## src/rtl/if_fetch_unit_if.sv

```systemverilog
// Instruction-memory request/response port between if_fetch_unit and memory.
// master: fetch side, slave: memory side.
interface if_fetch_unit_if;
    logic        Mem_ReqValid;
    logic [31:0] Mem_ReqAddr;
    logic        Mem_ReqReady;
    logic        Mem_RspValid;
    logic [31:0] Mem_RspData;

    modport master (
        output Mem_ReqValid,
        output Mem_ReqAddr,
        input  Mem_ReqReady,
        input  Mem_RspValid,
        input  Mem_RspData
    );

    modport slave (
        input  Mem_ReqValid,
        input  Mem_ReqAddr,
        output Mem_ReqReady,
        output Mem_RspValid,
        output Mem_RspData
    );
endinterface

```

## src/rtl/if_fetch_unit.sv

```systemverilog
// Instruction fetch stage with an in-order prefetch queue feeding ID.
// Define IF_BUBBLE_COUNT_EN to add the saturating Out_BubbleCount port.
module if_fetch_unit #(
    parameter int unsigned QUEUE_DEPTH = 4,
    parameter logic [31:0] RESET_PC    = 32'h0000_0000
) (
    input  logic            Clk,
    input  logic            Rst,
    if_fetch_unit_if.master mem,
    input  logic            Redirect,
    input  logic [31:0]     Redirect_PC,
    input  logic            Stall,
    output logic            Out_Valid,
    output logic [31:0]     Out_PC,
    output logic [31:0]     Out_Instr
`ifdef IF_BUBBLE_COUNT_EN
    ,
    output logic [31:0]     Out_BubbleCount
`endif
);
    localparam int PW = $clog2(QUEUE_DEPTH);
    localparam int CW = PW + 1;
    localparam logic [CW:0] DEPTH = QUEUE_DEPTH[CW:0];

    logic [31:0]   fpc_q, fpc_d;
    logic [31:0]   rpc_q, rpc_d;
    logic [PW-1:0] wr_ptr_q, wr_ptr_d;
    logic [PW-1:0] rd_ptr_q, rd_ptr_d;
    logic [CW-1:0] count_q, count_d;
    logic [CW-1:0] outstanding_q, outstanding_d;
    logic [CW-1:0] drop_q, drop_d;
    logic          out_valid_q, out_valid_d;
    logic [31:0]   out_pc_q, out_pc_d;
    logic [31:0]   out_instr_q, out_instr_d;

    logic [31:0]   q_instr_mem [QUEUE_DEPTH];
    logic [31:0]   q_pc_mem    [QUEUE_DEPTH];

    logic [CW:0]   inflight;
    logic [CW-1:0] acc_inc;
    logic [CW-1:0] rsp_dec;
    logic          req_valid;
    logic          accept;
    logic          rsp;
    logic          push;
    logic          pop;

    // A slot is reserved for every in-flight response, so pushes never overflow.
    always_comb begin
        inflight  = {1'b0, count_q} + {1'b0, outstanding_q};
        req_valid = !Rst && !Redirect && (inflight < DEPTH);
        accept    = req_valid && mem.Mem_ReqReady;
        rsp       = mem.Mem_RspValid;
        push      = rsp && (drop_q == '0) && !Redirect;
        pop       = !Redirect && !Stall && (count_q != '0);
        acc_inc   = {{(CW-1){1'b0}}, accept};
        rsp_dec   = {{(CW-1){1'b0}}, rsp};
    end

    always_comb begin
        fpc_d         = fpc_q;
        rpc_d         = rpc_q;
        wr_ptr_d      = wr_ptr_q;
        rd_ptr_d      = rd_ptr_q;
        count_d       = count_q;
        drop_d        = drop_q;
        outstanding_d = outstanding_q + acc_inc - rsp_dec;
        if (Redirect) begin
            fpc_d    = Redirect_PC;
            rpc_d    = Redirect_PC;
            wr_ptr_d = '0;
            rd_ptr_d = '0;
            count_d  = '0;
            // Everything still in flight belongs to the old path.
            drop_d   = outstanding_q - rsp_dec;
        end else begin
            if (accept) begin
                fpc_d = fpc_q + 32'd4;
            end
            if (rsp && (drop_q != '0)) begin
                drop_d = drop_q - CW'(1);
            end
            if (push) begin
                rpc_d    = rpc_q + 32'd4;
                wr_ptr_d = wr_ptr_q + PW'(1);
            end
            if (pop) begin
                rd_ptr_d = rd_ptr_q + PW'(1);
            end
            if (push && !pop) begin
                count_d = count_q + CW'(1);
            end else if (pop && !push) begin
                count_d = count_q - CW'(1);
            end
        end
    end

    always_comb begin
        out_valid_d = out_valid_q;
        out_pc_d    = out_pc_q;
        out_instr_d = out_instr_q;
        if (Redirect) begin
            out_valid_d = 1'b0;
            out_pc_d    = '0;
            out_instr_d = '0;
        end else if (Stall) begin
            out_valid_d = out_valid_q;
        end else if (count_q != '0) begin
            out_valid_d = 1'b1;
            out_pc_d    = q_pc_mem[rd_ptr_q];
            out_instr_d = q_instr_mem[rd_ptr_q];
        end else begin
            out_valid_d = 1'b0;
            out_instr_d = '0;
        end
    end

    always_ff @(posedge Clk) begin
        if (Rst) begin
            fpc_q         <= RESET_PC;
            rpc_q         <= RESET_PC;
            wr_ptr_q      <= '0;
            rd_ptr_q      <= '0;
            count_q       <= '0;
            outstanding_q <= '0;
            drop_q        <= '0;
            out_valid_q   <= 1'b0;
            out_pc_q      <= '0;
            out_instr_q   <= '0;
        end else begin
            fpc_q         <= fpc_d;
            rpc_q         <= rpc_d;
            wr_ptr_q      <= wr_ptr_d;
            rd_ptr_q      <= rd_ptr_d;
            count_q       <= count_d;
            outstanding_q <= outstanding_d;
            drop_q        <= drop_d;
            out_valid_q   <= out_valid_d;
            out_pc_q      <= out_pc_d;
            out_instr_q   <= out_instr_d;
        end
    end

    always_ff @(posedge Clk) begin
        if (push) begin
            q_instr_mem[wr_ptr_q] <= mem.Mem_RspData;
            q_pc_mem[wr_ptr_q]    <= rpc_q + 32'd4;
        end
    end

`ifdef IF_BUBBLE_COUNT_EN
    logic        bubble;
    logic [31:0] bubble_cnt_q, bubble_cnt_d;

    always_comb begin
        bubble       = !Redirect && !Stall && (count_q == '0);
        bubble_cnt_d = bubble_cnt_q;
        if (bubble && (bubble_cnt_q != 32'hFFFF_FFFF)) begin
            bubble_cnt_d = bubble_cnt_q + 32'd1;
        end
    end

    always_ff @(posedge Clk) begin
        if (Rst) begin
            bubble_cnt_q <= '0;
        end else begin
            bubble_cnt_q <= bubble_cnt_d;
        end
    end

    assign Out_BubbleCount = bubble_cnt_q;
`endif

    assign mem.Mem_ReqValid = req_valid;
    assign mem.Mem_ReqAddr  = fpc_q;
    assign Out_Valid        = out_valid_q;
    assign Out_PC           = out_pc_q;
    assign Out_Instr        = out_instr_q;
endmodule

```

## src/flat_wrapper.sv

```systemverilog
// flat-port wrapper written by rule: the top's interface ports become plain ports
module if_fetch_unit_flat 
#(
    parameter int unsigned QUEUE_DEPTH = 4,
    parameter logic [31:0] RESET_PC    = 32'h0000_0000
)
  (Clk, Rst, Redirect, Redirect_PC, Stall, Out_Valid, Out_PC, Out_Instr, mem_Mem_ReqValid, mem_Mem_ReqAddr, mem_Mem_ReqReady, mem_Mem_RspValid, mem_Mem_RspData);
  if_fetch_unit_if mem_i ();
  input  logic Clk;
  input  logic Rst;
  input  logic Redirect;
  input  logic [31:0] Redirect_PC;
  input  logic Stall;
  output logic Out_Valid;
  output logic [31:0] Out_PC;
  output logic [31:0] Out_Instr;
  output wire logic [$bits(mem_i.Mem_ReqValid)-1:0] mem_Mem_ReqValid;
  output wire logic [$bits(mem_i.Mem_ReqAddr)-1:0] mem_Mem_ReqAddr;
  input wire logic [$bits(mem_i.Mem_ReqReady)-1:0] mem_Mem_ReqReady;
  input wire logic [$bits(mem_i.Mem_RspValid)-1:0] mem_Mem_RspValid;
  input wire logic [$bits(mem_i.Mem_RspData)-1:0] mem_Mem_RspData;
  assign mem_Mem_ReqValid = mem_i.Mem_ReqValid;
  assign mem_Mem_ReqAddr = mem_i.Mem_ReqAddr;
  assign mem_i.Mem_ReqReady = mem_Mem_ReqReady;
  assign mem_i.Mem_RspValid = mem_Mem_RspValid;
  assign mem_i.Mem_RspData = mem_Mem_RspData;
  if_fetch_unit #(.QUEUE_DEPTH(QUEUE_DEPTH), .RESET_PC(RESET_PC)) u_core (.Clk(Clk), .Rst(Rst), .mem(mem_i), .Redirect(Redirect), .Redirect_PC(Redirect_PC), .Stall(Stall), .Out_Valid(Out_Valid), .Out_PC(Out_PC), .Out_Instr(Out_Instr));
endmodule
```

## config.mk

```make
export PLATFORM = sky130hd
export DESIGN_NAME = if_fetch_unit_flat
export DESIGN_NICKNAME = d
export VERILOG_FILES = /design/src/rtl/if_fetch_unit_if.sv /design/src/rtl/if_fetch_unit.sv /design/src/flat_wrapper.sv
export SDC_FILE = /design/constraint.sdc
export NUM_CORES = 1
export LEC_CHECK = 0
export ABC_AREA = 1
export BUFFER_PORTS_ARGS = -buffer_cell sky130_fd_sc_hd__clkbuf_2
export CAP_MARGIN = 0
export CELL_PAD_IN_SITES_DETAIL_PLACEMENT = 1
export CELL_PAD_IN_SITES_GLOBAL_PLACEMENT = 2
export CORE_ASPECT_RATIO = 1.1
export CORE_UTILIZATION = 34
export DETAILED_ROUTE_END_ITERATION = 6
export GPL_TIMING_DRIVEN = 0
export MAX_ROUTING_LAYER = met4
export PLACE_DENSITY_LB_ADDON = 0.1
export SETUP_SLACK_MARGIN = 0.1
export SKIP_LAST_GASP = 1
export SLEW_MARGIN = 20
export SYNTH_ARGS = -nofsm -noshare
export SYNTH_HDL_FRONTEND = slang
export SYNTH_SLANG_ARGS = --single-unit
export TNS_END_PERCENT = 100
```

## constraint.sdc

```tcl
create_clock -name Clk -period 4.4 [get_ports Clk]
set_input_delay 0.44 -clock Clk [delete_from_list [all_inputs] [get_ports Clk]]
set_output_delay 0.44 -clock Clk [all_outputs]
set_load 0.02 [all_outputs]
```

==> run metrics, run 1 <==
worst-margin pin slew 0.868 ns; clock sinks 400; insertion delay to the later sink of the worst-skew pair between 0.5 and 0.6 ns; post-synthesis area per instance about 9.6 um^2; Fin Hold WS 0.0805 ns; Post-synth ARST share 0%; Max Slew Vio Count 0; Post-CTS Setup Repair Bufs 0; Final setup viols 0; Setup WS pre-CTS 1.07 ns; Final ANT Viol Nets 0; Top Ports around 170; Worst Path Arrival around 3.5 ns; vias in the first global route 13916; number of synthesized flops with an enable pin roughly 260; antenna violations before repair 0; clock period minus worst slack roughly 3.2 ns; CTS H-tree depth 2; PwrDens approximately 430 nW/um^2; fraction of layout cells with a size suffix above 1 about 15%; post-synthesis to final-layout area growth 20.4%; IO Port Bufs ~170; status finished clean; Final Cycle Share between 70 and 80%; CTS hold repair buffers 0; DPL Wire Length 40400 um; RSZ-0062 raised after global routing false; Internal 6.55 mW; # nets final 2064; Clock Power Share between 40% and 50%; Synth Net Count approximately 1800; Data required, critical path 4.69 ns; post-synth cell types 38; Tot GR Track Use between 20 and 25%; clk_skew around 0.015 ns; CTS Buf Count 45; initial DRC count ~520; CTS max path bufs 3; number of vias per cell 4.94; ys flop type edfxtp_1; Synth warnings 0; die footprint 50600 um^2; worst-case vdd ir drop between 0.2 and 0.3 mV; # diodes 0; largest net degree at the start of global routing 21; fin util between 40 and 50%; Detailed Routing Iterations Pass 1 5; sw frac roughly a quarter; first-pass GRT wire length about 84000 um; Hold Fails Final Rpt 0; CTS tree built; Die Ht approximately 240 um; row count 85; final WL approximately 55000 um; number of max-cap violations 0; Achievable Freq roughly 0.31 GHz; Root Driver clkbuf_16; sequential area share after synthesis 62.5%; Comb pwr share about 8.1%; leakage power between 7 and 8 nW; routed via count approximately 13000; setup TNS 0 ns; post-CTS sizing 0; Setup crit start kind register; RePlAce Congestion about 0.86; Post-Syn Area ~17000 um^2; Mapped Cells approximately 1800; DR WL/cell slightly above 20 um; slew margin rel. between 40% and 50%; Clock Pin Slew Worst Setup and Hold Paths 0.06 ns; Setup WS post-layout ~1.2 ns; crit-path max FO 18; flops & latches, synth 400; switching power total around 2.2 mW; Chip Width ~210 um; critical setup path kind reg2reg; Remaining Overflow, GRT 0; DRC viols 0; Core Footprint slightly below 50000 um^2; Sequential Power Share between 40 and 50%; critical path capture point type register; Starting Density 34.5%; Hold WC Path Type in2reg
-- cells in the final DEF, fill, tap and decap left out, types with 6 or more instances in the layout --
cell type and n:
a21oi_1 91, a31oi_1 40, buf_16 7, buf_2 24, clkbuf_1 57, clkbuf_16 46, clkbuf_2 166, clkinv_1 7
clkinv_2 11, dfxtp_1 144, edfxtp_1 256, ha_1 15, inv_1 112, mux2i_1 32, nand2_1 367, nand3_1 61
nor2_1 273, nor2_2 6, nor2_4 6, o21ai_0 162, o21ai_1 11, o22ai_1 32, xnor2_1 7, xor2_1 17
-- critical path: stages (launching register included) --
cell and delay, ns:
dfxtp_1 0.31, inv_1 0.08, ha_1 0.16, nand3_1 0.24, nor2_1 0.59, inv_1 0.39, nor2_4 0.66, buf_12 0.27
buf_16 0.17
-- metal layers --
metal	GRT usage [%]	up-vias	share of wire (%)
met5	-	-	0
met4	6.97	0	2.6
met3	2.88	89	3.2
met2	41.0	256	52
met1	25.9	6423	42
li1	-	6398	-
-- sequential cells by signal (all words and copies together), names as in the netlist, named ones only --
register,cells
u_core.Out_Valid,1
u_core.q_pc_mem,128
u_core.count_q,3
u_core.wr_ptr_q,2
u_core.Out_PC,32
u_core.rd_ptr_q,2
u_core.drop_q,3
u_core.q_instr_mem,128
u_core.Out_Instr,32
u_core.mem.Mem_ReqAddr,32
u_core.rpc_q,32
u_core.outstanding_q,3
-- synthesized netlist by cell type, drive strengths merged (3+ instances only) --
library cell,n,area share (%)
buf,32,1.0
xor2,17,0.88
dfxtp,144,17
edfxtp,256,45
ha,15,1.1
o22ai,32,1.2
o21ai,173,5.1
inv,117,2.6
a31oi,40,1.5
nand2,372,8.4
mux2i,32,1.9
nor2,286,6.6
nand3b,5,0.22
o221ai,4,0.21
a21oi,91,2.7
o21bai,4,0.18
or2,3,0.11
clkbuf,51,1.1
clkinv,3,0.067
nand3,61,1.8
xnor2,7,0.36
-- through the flow --
step | cells | instance area, um^2 | power [mW]
floorplan | 1753 | 16900 | 4.70
global placement | 2570 | 18600 | 5.00
detailed placement | 2582 | 18900 | 5.03
CTS | 2665 | 20400 | 8.86
global route | 2665 | 20400 | 9.07
finish | 2665 | 20400 | 8.74
-- kinds of logic (layout without fill, tap and decap cells) --
family	Yosys count	count (layout)	synth area share, %
buffers and inverters	203	463	4.80
flip-flops	400	400	62.5
AO/OA/AOI/OAI	345	345	10.9
AND/OR/NAND/NOR	732	732	17.3
XOR/XNOR	24	24	1.24
multiplexers	32	32	1.89
adder cells (fa/ha/maj)	17	17	1.35
-- final cells by class --
| cell class | count | area, um^2 |
|---|---|---|
| Clock buffer | 55 | 1200 |
| Inverter | 120 | 450 |
| Clock inverter | 28 | 287 |
| Timing Repair Buffer | 177 | 1120 |
| Tap cell | 652 | 816 |
| Multi-Input combinational cell | 1150 | 5560 |
| Sequential cell | 400 | 10600 |
| Fill cell | 5620 | 28700 |
| Buffer | 83 | 362 |
-- worst paths after layout --
| kind | from | end | slack (ns) | cells past startpoint |
|---|---|---|---|---|
| max reg2reg | u_core.drop_q[0] | u_core.q_instr_mem[1][9] | 1.21 | 8 |
| min reg2reg | u_core.mem.Mem_ReqAddr[1] | u_core.mem.Mem_ReqAddr[1] | 0.45 | 2 |
| max | u_core.drop_q[0] | u_core.q_instr_mem[1][9] | 1.21 | 8 |
| min | mem_Mem_RspData[0] | u_core.q_instr_mem[2][0] | 0.08 | 1 |
-- power groups by stage --
stage	registers, mW	clock network (mW)	logic (mW)
CTS	4.23	3.91	0.728
global placement	4.31	0	0.682
finish	4.23	3.80	0.711
global route	4.24	4.03	0.795
detailed placement	4.31	0	0.724
floorplan	4.32	0	0.379
(Power assumes the default switching activity.)
==> run 2, diff against run 1 <==
==> constraint.sdc (replaced) <==
create_clock -name Clk -period 2.6 [get_ports Clk]
set_input_delay 0.26 -clock Clk [delete_from_list [all_inputs] [get_ports Clk]]
set_output_delay 0.26 -clock Clk [all_outputs]
set_load 0.02 [all_outputs]
==> run 2 against run 1 <==
Against the previous run:
- clock power grew 63%
- clock-buffer cell count grew 12
- non-clock buffer count grew 42
- first-iteration DRC count grew 13%
- critical path type unchanged
- critical endpoint is now u_core.q_instr_mem[1][20]
- largest power group unchanged
- highest routed layer unchanged
==> run metrics, run 2 (same netlist as run 1, synthesis figures left out) <==
RePlAce Congestion just under 0.9; CTS tree built; worst-case vdd ir drop roughly 0.42 mV; leakage power between 7 and 8 nW; clock period minus worst slack between 2 and 2.5 ns; Tot GR Track Use between 20% and 30%; # nets final about 2100; worst-margin pin slew 0.887 ns; Hold Fails Final Rpt 0; critical path cell sequence inv_1 > ha_1 > nand3_2 > nor2_4 > inv_2 > nor2_4 > buf_16 > buf_16; critical setup path kind reg2reg; Worst Path Arrival approximately 2.6 ns; Core Footprint 49000 um^2; Data required, critical path ~2.9 ns; Clock Power Share about 42%; Final ANT Viol Nets 0; die footprint slightly above 50000 um^2; Achievable Freq 0.430 GHz; Setup WS post-layout 0.273 ns; CP max stage delay approximately 0.52 ns; RSZ-0062 raised after global routing false; placed cells approximately 2600; Setup crit start kind register; initial DRC count 590; Post-DP Area about 19000 um^2; Internal approximately 11 mW; IO Port Bufs roughly 170; status finished clean; Remaining Overflow, GRT 0; DPL Wire Length 40200 um; CTS max path bufs 3; slowest stage cell on the critical path nor2_4; Top Ports around 170; most common cell after layout, fill and taps aside nand2_1; final WL between 50000 and 60000 um; most frequent cells in the layout nand2_1 (367), nor2_1 (271), edfxtp_1 (256); Fin Hold WS between 0.03 and 0.04 ns; CTS H-tree depth 2; setup TNS 0 ns; Max Slew Vio Count 0; PwrDens 703 nW/um^2; insertion delay to the later sink of the worst-skew pair slightly below 0.6 ns; crit-path max FO 18; fin util between 40 and 50%; worst reg2reg startpoint u_core.drop_q[0]; hold_sp Redirect_PC[10]; CTS Buf Count 45; Final setup viols 0; number of max-cap violations 0; Hold WC Path Type in2reg; Setup WS pre-CTS -0.319 ns; routed via count roughly 13000; Sequential Power Share approximately 49%; # diodes 0; Root Driver clkbuf_16; Comb pwr share around 8.6%; row count 85; fraction of layout cells with a size suffix above 1 14.8%; post-synthesis to final-layout area growth 22.9%; number of vias per cell a little under 5; critical path capture point type register; cell area after layout between 20000 and 25000 um^2; Finished Layout Cells around 2700; antenna violations before repair 0; first-pass GRT wire length about 83000 um; clk_skew roughly 0.021 ns; DR WL/cell 20.0 um; Starting Density 34.5%; Die Ht between 200 and 250 um; vias in the first global route about 14000; total power ~15 mW; Clock Pin Slew Worst Setup and Hold Paths 0.06 ns; largest net degree at the start of global routing 21; clock sinks 400; switching power total about 3.6 mW; DRC viols 0; Final Cycle Share between 80 and 90%; sw frac 25.0%; slew margin rel. 40.9%; Detailed Routing Iterations Pass 1 5; Largest regs u_core.q_instr_mem x128, u_core.q_pc_mem x128; worst setup path startpoint u_core.drop_q[0]; Chip Width about 210 um
run 2: power groups by stage:
stage / Sequential [mW] / Clock, mW / Combinational [mW]
6_report: 7.14 / 6.20 / 1.26
3_5_place_dp: 7.28 / 0 / 1.22
3_3_place_gp: 7.28 / 0 / 1.16
5_1_grt: 7.17 / 6.60 / 1.41
2_1_floorplan: 7.30 / 0 / 0.649
4_1_cts: 7.15 / 6.37 / 1.28
run 2: worst max-delay path: cells and delay by family, from the launching register on:
kind / cells / cell delay [ns]
buffers and inverters: 4 / 0.65
flip-flops: 1 / 0.31
adder cells (fa/ha/maj): 1 / 0.18
AND/OR/NAND/NOR: 3 / 0.86
run 2: cell type report:
cell class              count  area (um^2)
fillers                  5620        28300
flip-flops and latches    400        10600
multi-input cells        1150         5580
repair buffers            219         1550
clock buffers              67         1280
well taps                 652          816
inverters                 120          450
plain buffers              83          372
clock inverters            16          155
run 2: layer usage:
metal  track usage, %  share of wire (%)
met1             24.9                 42
met2             39.7                 51
met3             2.99                2.7
met4             9.09                4.0
met5                -                  0
run 2: path summary, 6_finish.rpt:
check	end	slack, ns	depth (start not counted)
setup reg to reg	u_core.q_instr_mem[1][20]	0.27	8
hold reg to reg	u_core.mem.Mem_ReqAddr[1]	0.45	2
setup / recovery	u_core.q_instr_mem[1][20]	0.27	8
hold / removal	u_core.rpc_q[10]	0.03	3
run 2: what timing repair did:
item,in CTS,in global routing
endpoints found under the hold margin,137,0
pin swaps,4,0
endpoints found under the setup margin,185,21
gates cloned,0,0
hold buffers,38,0
buffers inserted,4,0
gates resized for setup,2,6
==> run 3, diff against run 2 <==
--- a/config.mk
+++ b/config.mk
@@ -16,6 +16,7 @@
 export GPL_TIMING_DRIVEN = 0
 export MAX_ROUTING_LAYER = met4
 export PLACE_DENSITY_LB_ADDON = 0.1
+export RECOVER_POWER = 25
 export SETUP_SLACK_MARGIN = 0.1
 export SKIP_LAST_GASP = 1
 export SLEW_MARGIN = 20
==> run 3 against run 2 <==
Against the previous run:
- clock-buffer cell count did not move
- clock power barely moved
- die area did not move
- highest routed layer unchanged
- largest cell class unchanged
- routed wire length barely moved
- non-clock buffer count did not move
==> run metrics, run 3 (same netlist as run 1, synthesis figures left out) <==
Data required, critical path about 2.9 ns; Final setup viols 0; cell area after layout 20700 um^2; number of max-cap violations 0; Starting Density 34.5%; IO Port Bufs between 150 and 200; clock sinks 400; total power approximately 15 mW; DRC viols 0; PwrDens between 700 and 800 nW/um^2; Hold Path Depth 3; setup TNS 0 ns; vias in the first global route 13986; row count 85; CTS H-tree depth 2; worst-margin pin slew roughly 0.9 ns; Finished Layout Cells between 2000 and 3000; critical setup path kind reg2reg; RSZ-0062 raised after global routing false; number of vias per cell just under 5; Worst Reg-to-Reg Cells 8; CTS max path bufs 3; fin util between 40% and 50%; post-synthesis to final-layout area growth 22.3%; first-pass GRT wire length between 80000 and 90000 um; critical path capture point type register; Max Slew Vio Count 0; status finished clean; CTS Buf Count 45; Hold Fails Final Rpt 0; fillers ~5600; crit-path max FO 18; RePlAce Congestion 0.876; Hold WC Path Type in2reg; DPL Wire Length 40200 um; slew margin rel. between 40% and 50%; Clock Pin Slew Worst Setup and Hold Paths roughly 0.060 ns; Setup crit start kind register; Final Cycle Share 90.4%; DR WL/cell about 20 um; footprint of the multi-input gates about 5600 um^2; clk_skew 0.0222 ns; die footprint between 50000 and 60000 um^2; Fin Hold WS between 0.03 and 0.04 ns; Root Driver clkbuf_16; final WL around 54000 um; Chip Width about 210 um; Setup WS pre-CTS -0.319 ns; placed cells between 2000 and 3000; antenna violations before repair 0; routed via count 13204; insertion delay to the later sink of the worst-skew pair ~0.59 ns; largest net degree at the start of global routing 21; worst-case vdd ir drop approximately 0.42 mV; Final ANT Viol Nets 0; Die Ht 236 um; Detailed Routing Iterations Pass 1 5; most common cell after layout, fill and taps aside nand2_1; Setup WS post-layout 0.251 ns; register area 10600 um^2; leakage power about 7.5 nW; CTS tree built; Core Footprint 49000 um^2; Remaining Overflow, GRT 0; initial DRC count between 600 and 700; Worst Path Arrival 2.62 ns; most frequent cells in the layout nand2_1 (367), nor2_1 (271), edfxtp_1 (256); Post-DP Area about 19000 um^2; clock period minus worst slack approximately 2.3 ns; Achievable Freq 0.426 GHz; # diodes 0; # nets final 2106; fraction of layout cells with a size suffix above 1 a little under an eighth; Largest regs u_core.q_instr_mem x128, u_core.q_pc_mem x128; Top Ports 168; Tot GR Track Use around 22%
-- run 3: area by class of cell --
class                   instances  area share [%]
clock inverters                16           0.750
repair buffers                219            7.08
multi-input cells            1150            27.0
plain buffers                  83            1.78
inverters                     120            2.18
well taps                     652            3.94
clock buffers                  67            6.19
flip-flops and latches        400            51.1
-- run 3: layer usage --
| metal | track usage (%) | wire, um | vias up |
|---|---|---|---|
| li1 | - | - | 6488 |
| met5 | - | 0 | - |
| met2 | 39.7 | 27800 | 226 |
| met3 | 2.99 | 1500 | 86 |
| met4 | 9.09 | 2110 | 0 |
| met1 | 24.9 | 22800 | 6404 |
-- run 3: timing repair --
| action | in CTS | in global routing |
|---|---|---|
| gates resized for setup | 2 | 6 |
| setup buffers | 4 | 0 |
| cloned | 0 | 0 |
| hold buffers | 38 | 0 |
| setup endpoints to repair | 185 | 21 |
| hold endpoints to repair | 137 | 0 |
| pin swaps | 4 | 0 |
-- run 3: path summary, 6_finish.rpt --
kind | startpoint | endpoint | slack, ns
worst max-delay path | u_core.drop_q[0] | u_core.q_instr_mem[1][20] | 0.25
worst min-delay path | Redirect_PC[10] | u_core.rpc_q[10] | 0.03
worst max register to register | u_core.drop_q[0] | u_core.q_instr_mem[1][20] | 0.25
worst min register to register | u_core.mem.Mem_ReqAddr[1] | u_core.mem.Mem_ReqAddr[1] | 0.45
-- run 3: power by group --
group / leakage (nW) / internal, mW / total (mW) / switching [mW]
Clock: 0.689 / 3.54 / 6.19 / 2.65
Sequential: 3.52 / 6.99 / 7.14 / 0.157
Combinational: 3.26 / 0.408 / 1.25 / 0.840
Total: 7.47 / 10.9 / 14.6 / 3.65
-- run 3: critical path, cell delays in order, from the launching register on --
cell	delay (ns)
dfxtp_1	0.31
inv_1	0.08
ha_1	0.18
nand3_2	0.16
nor2_4	0.18
inv_2	0.13
nor2_4	0.53
buf_16	0.25
buf_16	0.19
